### src/rtl/serial_neg_pkg.sv
// Shared types and helpers for the serial negation receiver.
// Optional error counter is enabled with SERIAL_NEG_ERRCNT_EN.
package serial_neg_pkg;

    typedef enum logic {
        IDLE,
        SHIFT
    } state_e;

    localparam int DEF_WIDTH = 4;

    // Word with only the MSB set: the self-negating value.
    function automatic logic [31:0] min_pattern(input int w);
        return 32'(1) << (w - 1);
    endfunction

endpackage

### src/rtl/serial_neg_bit.sv
// Bit-serial negation cell: first-one / invert-rest rule.
// Shared with the serial inverter; seen1 clears at word start.
module serial_neg_bit (
    input  logic clk_i,
    input  logic rst_ni,
    input  logic en_i,
    input  logic clr_i,
    input  logic b_i,
    output logic r_o
);

    logic seen1_q;
    logic seen1_eff;

    assign seen1_eff = seen1_q & ~clr_i;
    assign r_o       = seen1_eff ? ~b_i : b_i;

    // Track whether a one has passed in the current word.
    always_ff @(posedge clk_i or negedge rst_ni) begin
        if (!rst_ni) begin
            seen1_q <= 1'b0;
        end else if (en_i) begin
            seen1_q <= seen1_eff | b_i;
        end
    end

endmodule

### src/rtl/serial_neg_rx.sv
// Serial negated-word receiver: frames LSB-first bits, recovers operand.
// Define SERIAL_NEG_ERRCNT_EN to add the saturating err_cnt output.
module serial_neg_rx
    import serial_neg_pkg::*;
#(
    parameter int WIDTH = DEF_WIDTH,
    parameter int CNT_W = $clog2(WIDTH + 1)
) (
    input  logic             t_clk,
    input  logic             r_n,
    input  logic             y_in,
    input  logic             bit_en,
    input  logic             frame,
    output logic [WIDTH-1:0] neg_out,
    output logic [WIDTH-1:0] data_out,
    output logic             out_valid,
    output logic             is_min,
`ifdef SERIAL_NEG_ERRCNT_EN
    output logic [7:0]       err_cnt,
`endif
    output logic             frame_err
);

    localparam logic [WIDTH-1:0] MIN_W = WIDTH'(min_pattern(WIDTH));

    state_e             state_q, state_d;
    logic [CNT_W-1:0]   cnt_q, cnt_d;
    logic [WIDTH-1:0]   neg_sh_q, neg_sh_d;
    logic [WIDTH-1:0]   dat_sh_q, dat_sh_d;
    logic [WIDTH:0]     neg_cat, dat_cat;
    logic [WIDTH-1:0]   neg_out_q, data_out_q;
    logic               out_valid_q, is_min_q, frame_err_q;
    logic               take, done, err, r_bit;

    serial_neg_bit u_bit (
        .clk_i  (t_clk),
        .rst_ni (r_n),
        .en_i   (take),
        .clr_i  (frame),
        .b_i    (y_in),
        .r_o    (r_bit)
    );

    // New bit enters at the MSB; after WIDTH bits bit 0 sits at the LSB.
    assign neg_cat  = {y_in, neg_sh_q};
    assign dat_cat  = {r_bit, dat_sh_q};
    assign neg_sh_d = neg_cat[WIDTH:1];
    assign dat_sh_d = dat_cat[WIDTH:1];

    // Next-state, bit count and completion/abort decode.
    always_comb begin
        state_d = state_q;
        cnt_d   = cnt_q;
        take    = 1'b0;
        done    = 1'b0;
        err     = 1'b0;
        unique case (state_q)
            IDLE: begin
                if (bit_en && frame) begin
                    take = 1'b1;
                    if (WIDTH == 1) begin
                        done  = 1'b1;
                        cnt_d = '0;
                    end else begin
                        cnt_d   = CNT_W'(1);
                        state_d = SHIFT;
                    end
                end
            end
            SHIFT: begin
                if (bit_en) begin
                    take = 1'b1;
                    if (frame) begin
                        err   = 1'b1;
                        cnt_d = CNT_W'(1);
                    end else if (cnt_q == CNT_W'(WIDTH - 1)) begin
                        done    = 1'b1;
                        cnt_d   = '0;
                        state_d = IDLE;
                    end else begin
                        cnt_d = cnt_q + CNT_W'(1);
                    end
                end
            end
        endcase
    end

    // State, counter and shift registers.
    always_ff @(posedge t_clk or negedge r_n) begin
        if (!r_n) begin
            state_q  <= IDLE;
            cnt_q    <= '0;
            neg_sh_q <= '0;
            dat_sh_q <= '0;
        end else begin
            state_q <= state_d;
            cnt_q   <= cnt_d;
            if (take) begin
                neg_sh_q <= neg_sh_d;
                dat_sh_q <= dat_sh_d;
            end
        end
    end

    // Output words hold between completions; strobes last one cycle.
    always_ff @(posedge t_clk or negedge r_n) begin
        if (!r_n) begin
            neg_out_q   <= '0;
            data_out_q  <= '0;
            is_min_q    <= 1'b0;
            out_valid_q <= 1'b0;
            frame_err_q <= 1'b0;
        end else begin
            out_valid_q <= done;
            frame_err_q <= err;
            if (done) begin
                neg_out_q  <= neg_sh_d;
                data_out_q <= dat_sh_d;
                is_min_q   <= (neg_sh_d == MIN_W);
            end
        end
    end

`ifdef SERIAL_NEG_ERRCNT_EN
    logic [7:0] err_cnt_q;

    // Saturating count of aborted words.
    always_ff @(posedge t_clk or negedge r_n) begin
        if (!r_n) begin
            err_cnt_q <= '0;
        end else if (err && err_cnt_q != 8'hFF) begin
            err_cnt_q <= err_cnt_q + 8'd1;
        end
    end

    assign err_cnt = err_cnt_q;
`endif

    assign neg_out   = neg_out_q;
    assign data_out  = data_out_q;
    assign out_valid = out_valid_q;
    assign is_min    = is_min_q;
    assign frame_err = frame_err_q;

endmodule

### config.mk
export PLATFORM = sky130hd
export DESIGN_NAME = serial_neg_rx
export DESIGN_NICKNAME = d
export VERILOG_FILES = /design/src/rtl/serial_neg_pkg.sv /design/src/rtl/serial_neg_bit.sv /design/src/rtl/serial_neg_rx.sv
export SDC_FILE = /design/constraint.sdc
export NUM_CORES = 1
export LEC_CHECK = 0
export BUFFER_PORTS_ARGS = -buffer_cell sky130_fd_sc_hd__buf_2
export CAP_MARGIN = 20
export CORE_AREA = 2 2 43 53
export CTS_BUF_LIST = sky130_fd_sc_hd__clkbuf_8
export CTS_CLUSTER_DIAMETER = 50
export DETAILED_ROUTE_END_ITERATION = 7
export DIE_AREA = 0 0 45 55
export PLACE_DENSITY = 0.73
export SLEW_MARGIN = 10
export SYNTH_ARGS = -nofsm -noshare
export SYNTH_HDL_FRONTEND = slang
export SYNTH_SLANG_ARGS = --single-unit
export TNS_END_PERCENT = 5
### constraint.sdc
create_clock -name t_clk -period 1.38 [get_ports t_clk]
set_clock_uncertainty 0.05 [all_clocks]
set_input_delay 0.276 -clock t_clk [delete_from_list [all_inputs] [get_ports t_clk]]
set_output_delay 0.276 -clock t_clk [all_outputs]
set_load 0.02 [all_outputs]
==> run_results.csv <==
group,metric,value,unit
outcome,status,"finished with violations",
outcome,violations,"negative setup slack",
synth,synth_xor_area_share,0,%
global_routing,grt_pass1_wl,2.525,mm
synth,synth-seq-area-share,57.74,%
routing,drt_iter0_drc,1,
global_routing,grtUsageTotal,15.17,%
routing,num_vias,570,
clock_network,cts.sink_count,22,
critical_path,arrival,1580,ps
hold_path,min_to,"neg_out[3]",
die,dieArea,0.002475,sq mm
sta,rsz0062_at_grt,"yes",
flow_run,drv_cap,0,
power,leakage,0.5753,nW
sta,min_period,1491,ps
layout,antennaDiodeCount,0,
placed_design,dp.final_hpwl,1.110,mm
synth,synth_compound_area_share,7.480,%
critical_path,crit-reg2reg-capture,"data_out[2]",
placed_design,place_ws,-89.16,ps
global_routing,grt_max_degree,23,
layout,final_cell_mix,"dfrtp_1, buf_2, mux2_4",
sta,final.setup.tns,-851.8,ps
clock_network,cts_tree,"done",
hold_path,holdPathStages,2,
sta,worst_slew_pin_slew,468.1,ps
layout,fillers,157,
sta,fmax,670.9,MHz
global_routing,grt.overflow.total,0,
placed_design,io_buffer_count,15,
critical_path,worstPathCellList,"ha_4 > nand2b_4 > nor3_4 > buf_6 > mux2_4",
layout,final_util,59.15,%
sta,period_share,108.0,%
synth,synth_cells,65,
synth,synth-seq-cells,22,
critical_path,cp_data_required_time,1470,ps
synth,netlist_area,953.4,sq um
synth,synthSimpleGateAreaFrac,7.218,%
critical_path,critical-path-top-delay-family,"flip-flops",
critical_path,r2r_start,"cnt_q[1]",
global_routing,grt_pass1_vias,552,
sta,final-setup-viol-count,9,
sta,fin_ws,-110.5,ps
routing,vias_per_cell,5.229,
critical_path,critical_path.max_fanout,5,
layout,fin_nets,98,
critical_path,regToRegSetupSlack,-110,ps
hold_path,min_from,"y_in",
critical_path,critPathLaunchType,"flop",
clock_network,clock_tree.root_cell,"clkbuf_8",
die,design.core.area,0.001982,sq mm
placed_design,gp_congestion,0.6786,
synth,synth_fa_ha_area_share,2.625,%
routing,avgRoutedWirePerCell,14.26,um
layout,layout_commonest_cell,"dfrtp_1",
clock_network,clockBufferDepth,2,
sta,hold_viol_final,0,
routing,wl,1.554,mm
clock_network,clk_latency,260,ps
critical_path,slowest_delay,400,ps
sta,holdWs,210.3,ps
clock_network,path_clk_slew,70,ps
power,power-per-cell-area,1891,mW/mm^2
synth,syn_nets,72,
critical_path,end_kind,"flop",
synth,avgSynthCellArea,14.67,sq um
synth,yosysWarnings,0,
critical_path,worst_path_max_delay_cell,"dfrtp_1",
power,ir_drop,1091,uV
synth,synth.area.mux_share,19.69,%
sta,report.final.slew_viol_count,0,
routing,drc_errors,0,
sta,slew_headroom,68.79,%
global_routing,antenna_found_initial,0,
layout,synthToLayoutAreaGrowth,22.97,%
die,rows,18,
synth,synth_top_family_by_area,"multiplexers",
die,io_pins,16,
layout,drive_gt1_share,53.93,%
routing,detail-route-antenna-nets,0,
clock_network,htree_levels,1,
critical_path,reg2reg_depth,5,
die,die_h,55,um
critical_path,path_class,"reg -> reg",
hold_path,hp-class,"in -> reg",
synth,yosysUniqueCellTypes,24,
die,die_width,45,um
die,floorplan.initialDensity,48.11,%
critical_path,path_buf_inv,1,
routing,dr.pass1.iters,2,
clock_network,cts_buffers,3,
## worst max path at each step
stage               depth (start not counted)     start          end  slack, ps
finish                                      5  cnt_q[1]  data_out[2]       -110
global route                                5  cnt_q[1]  data_out[2]       -160
CTS                                         5  cnt_q[0]   neg_out[0]        -90
detailed placement                          5  cnt_q[0]  data_out[2]        -90
global placement                            5  cnt_q[0]  data_out[1]        -50
floorplan                                   5  cnt_q[0]  data_out[1]         -8
## per-layer routing
layer	share of wire, %	GRT usage [%]	up-vias	wire, um
li1	-	-	272	-
met2	50	24.52	10	776
met4	2.1	10.29	0	33
met5	0	0	-	0
met3	2.8	3.896	4	43
met1	45	17.57	284	701
## state kept, by name, summed over array words and instances, names as in the netlist
| register | count |
|---|---|
| is_min | 1 |
| dat_sh_q | 3 |
| out_valid | 1 |
| state_q | 1 |
| cnt_q | 3 |
| neg_out | 4 |
| frame_err | 1 |
| data_out | 4 |
| u_bit.seen1_q | 1 |
| neg_sh_q | 3 |
## synthesized netlist by cell type (all sizes together)
master | number | area [sq um]
dfrtp | 22 | 550.5
mux2 | 14 | 187.7
buf | 4 | 38.78
inv | 3 | 11.26
nand2 | 3 | 18.77
o21ai | 3 | 18.77
ha | 2 | 25.02
nand2b | 2 | 12.51
a21boi | 1 | 7.510
a21o | 1 | 7.510
a21oi | 1 | 5.000
a22o | 1 | 10.01
a31o | 1 | 8.760
and3 | 1 | 6.260
nand3 | 1 | 5.000
nor2 | 1 | 3.750
nor3 | 1 | 16.27
nor4 | 1 | 6.260
o21a | 1 | 7.510
o22ai | 1 | 6.260
## stage by stage
step | instance area, sq um | std cells | power (W)
after CTS | 1130 | 108 | 0.002190
after floorplan | 953.4 | 65 | 0.001545
after detailed placement | 1075 | 104 | 0.001793
final | 1172 | 109 | 0.002217
after global routing | 1172 | 109 | 0.002354
after global placement | 1075 | 104 | 0.001763
## cells by family (layout without fill, tap and decap cells)
logic type | count (synthesis) | after routing
AO/OA/AOI/OAI | 10 | 10
adder cells (fa/ha/maj) | 2 | 2
buffers and inverters | 7 | 31
flip-flops | 22 | 22
multiplexers | 14 | 14
AND/OR/NAND/NOR | 10 | 10
## what timing repair did
item,in CTS,in global routing
buffers inserted,0,1
hold endpoints to repair,22,0
endpoints found under the setup margin,9,15
pin swaps,0,2
resized for setup,1,6
hold buffers,1,0
cloned,0,0
## power by group
part           leakage (nW)  total (W)  internal, W  switching [W]
clock                0.0216   0.000382     0.000194       0.000188
sequential            0.272    0.00101     0.000862       0.000146
combinational         0.282   0.000826     0.000440       0.000386
total                 0.575    0.00222      0.00150       0.000720
## final cells by class
type                            count  area [sq um]  share of cell area [%]
Multi-Input combinational cell     36         384.1                   32.76
Tap cell                           20         25.02                   2.134
Clock buffer                        3         41.29                   3.522
Inverter                            3         11.26                  0.9605
Timing Repair Buffer               25         160.2                   13.66
Sequential cell                    22         550.5                   46.96
Note: power is estimated with default switching activity, not from simulation.
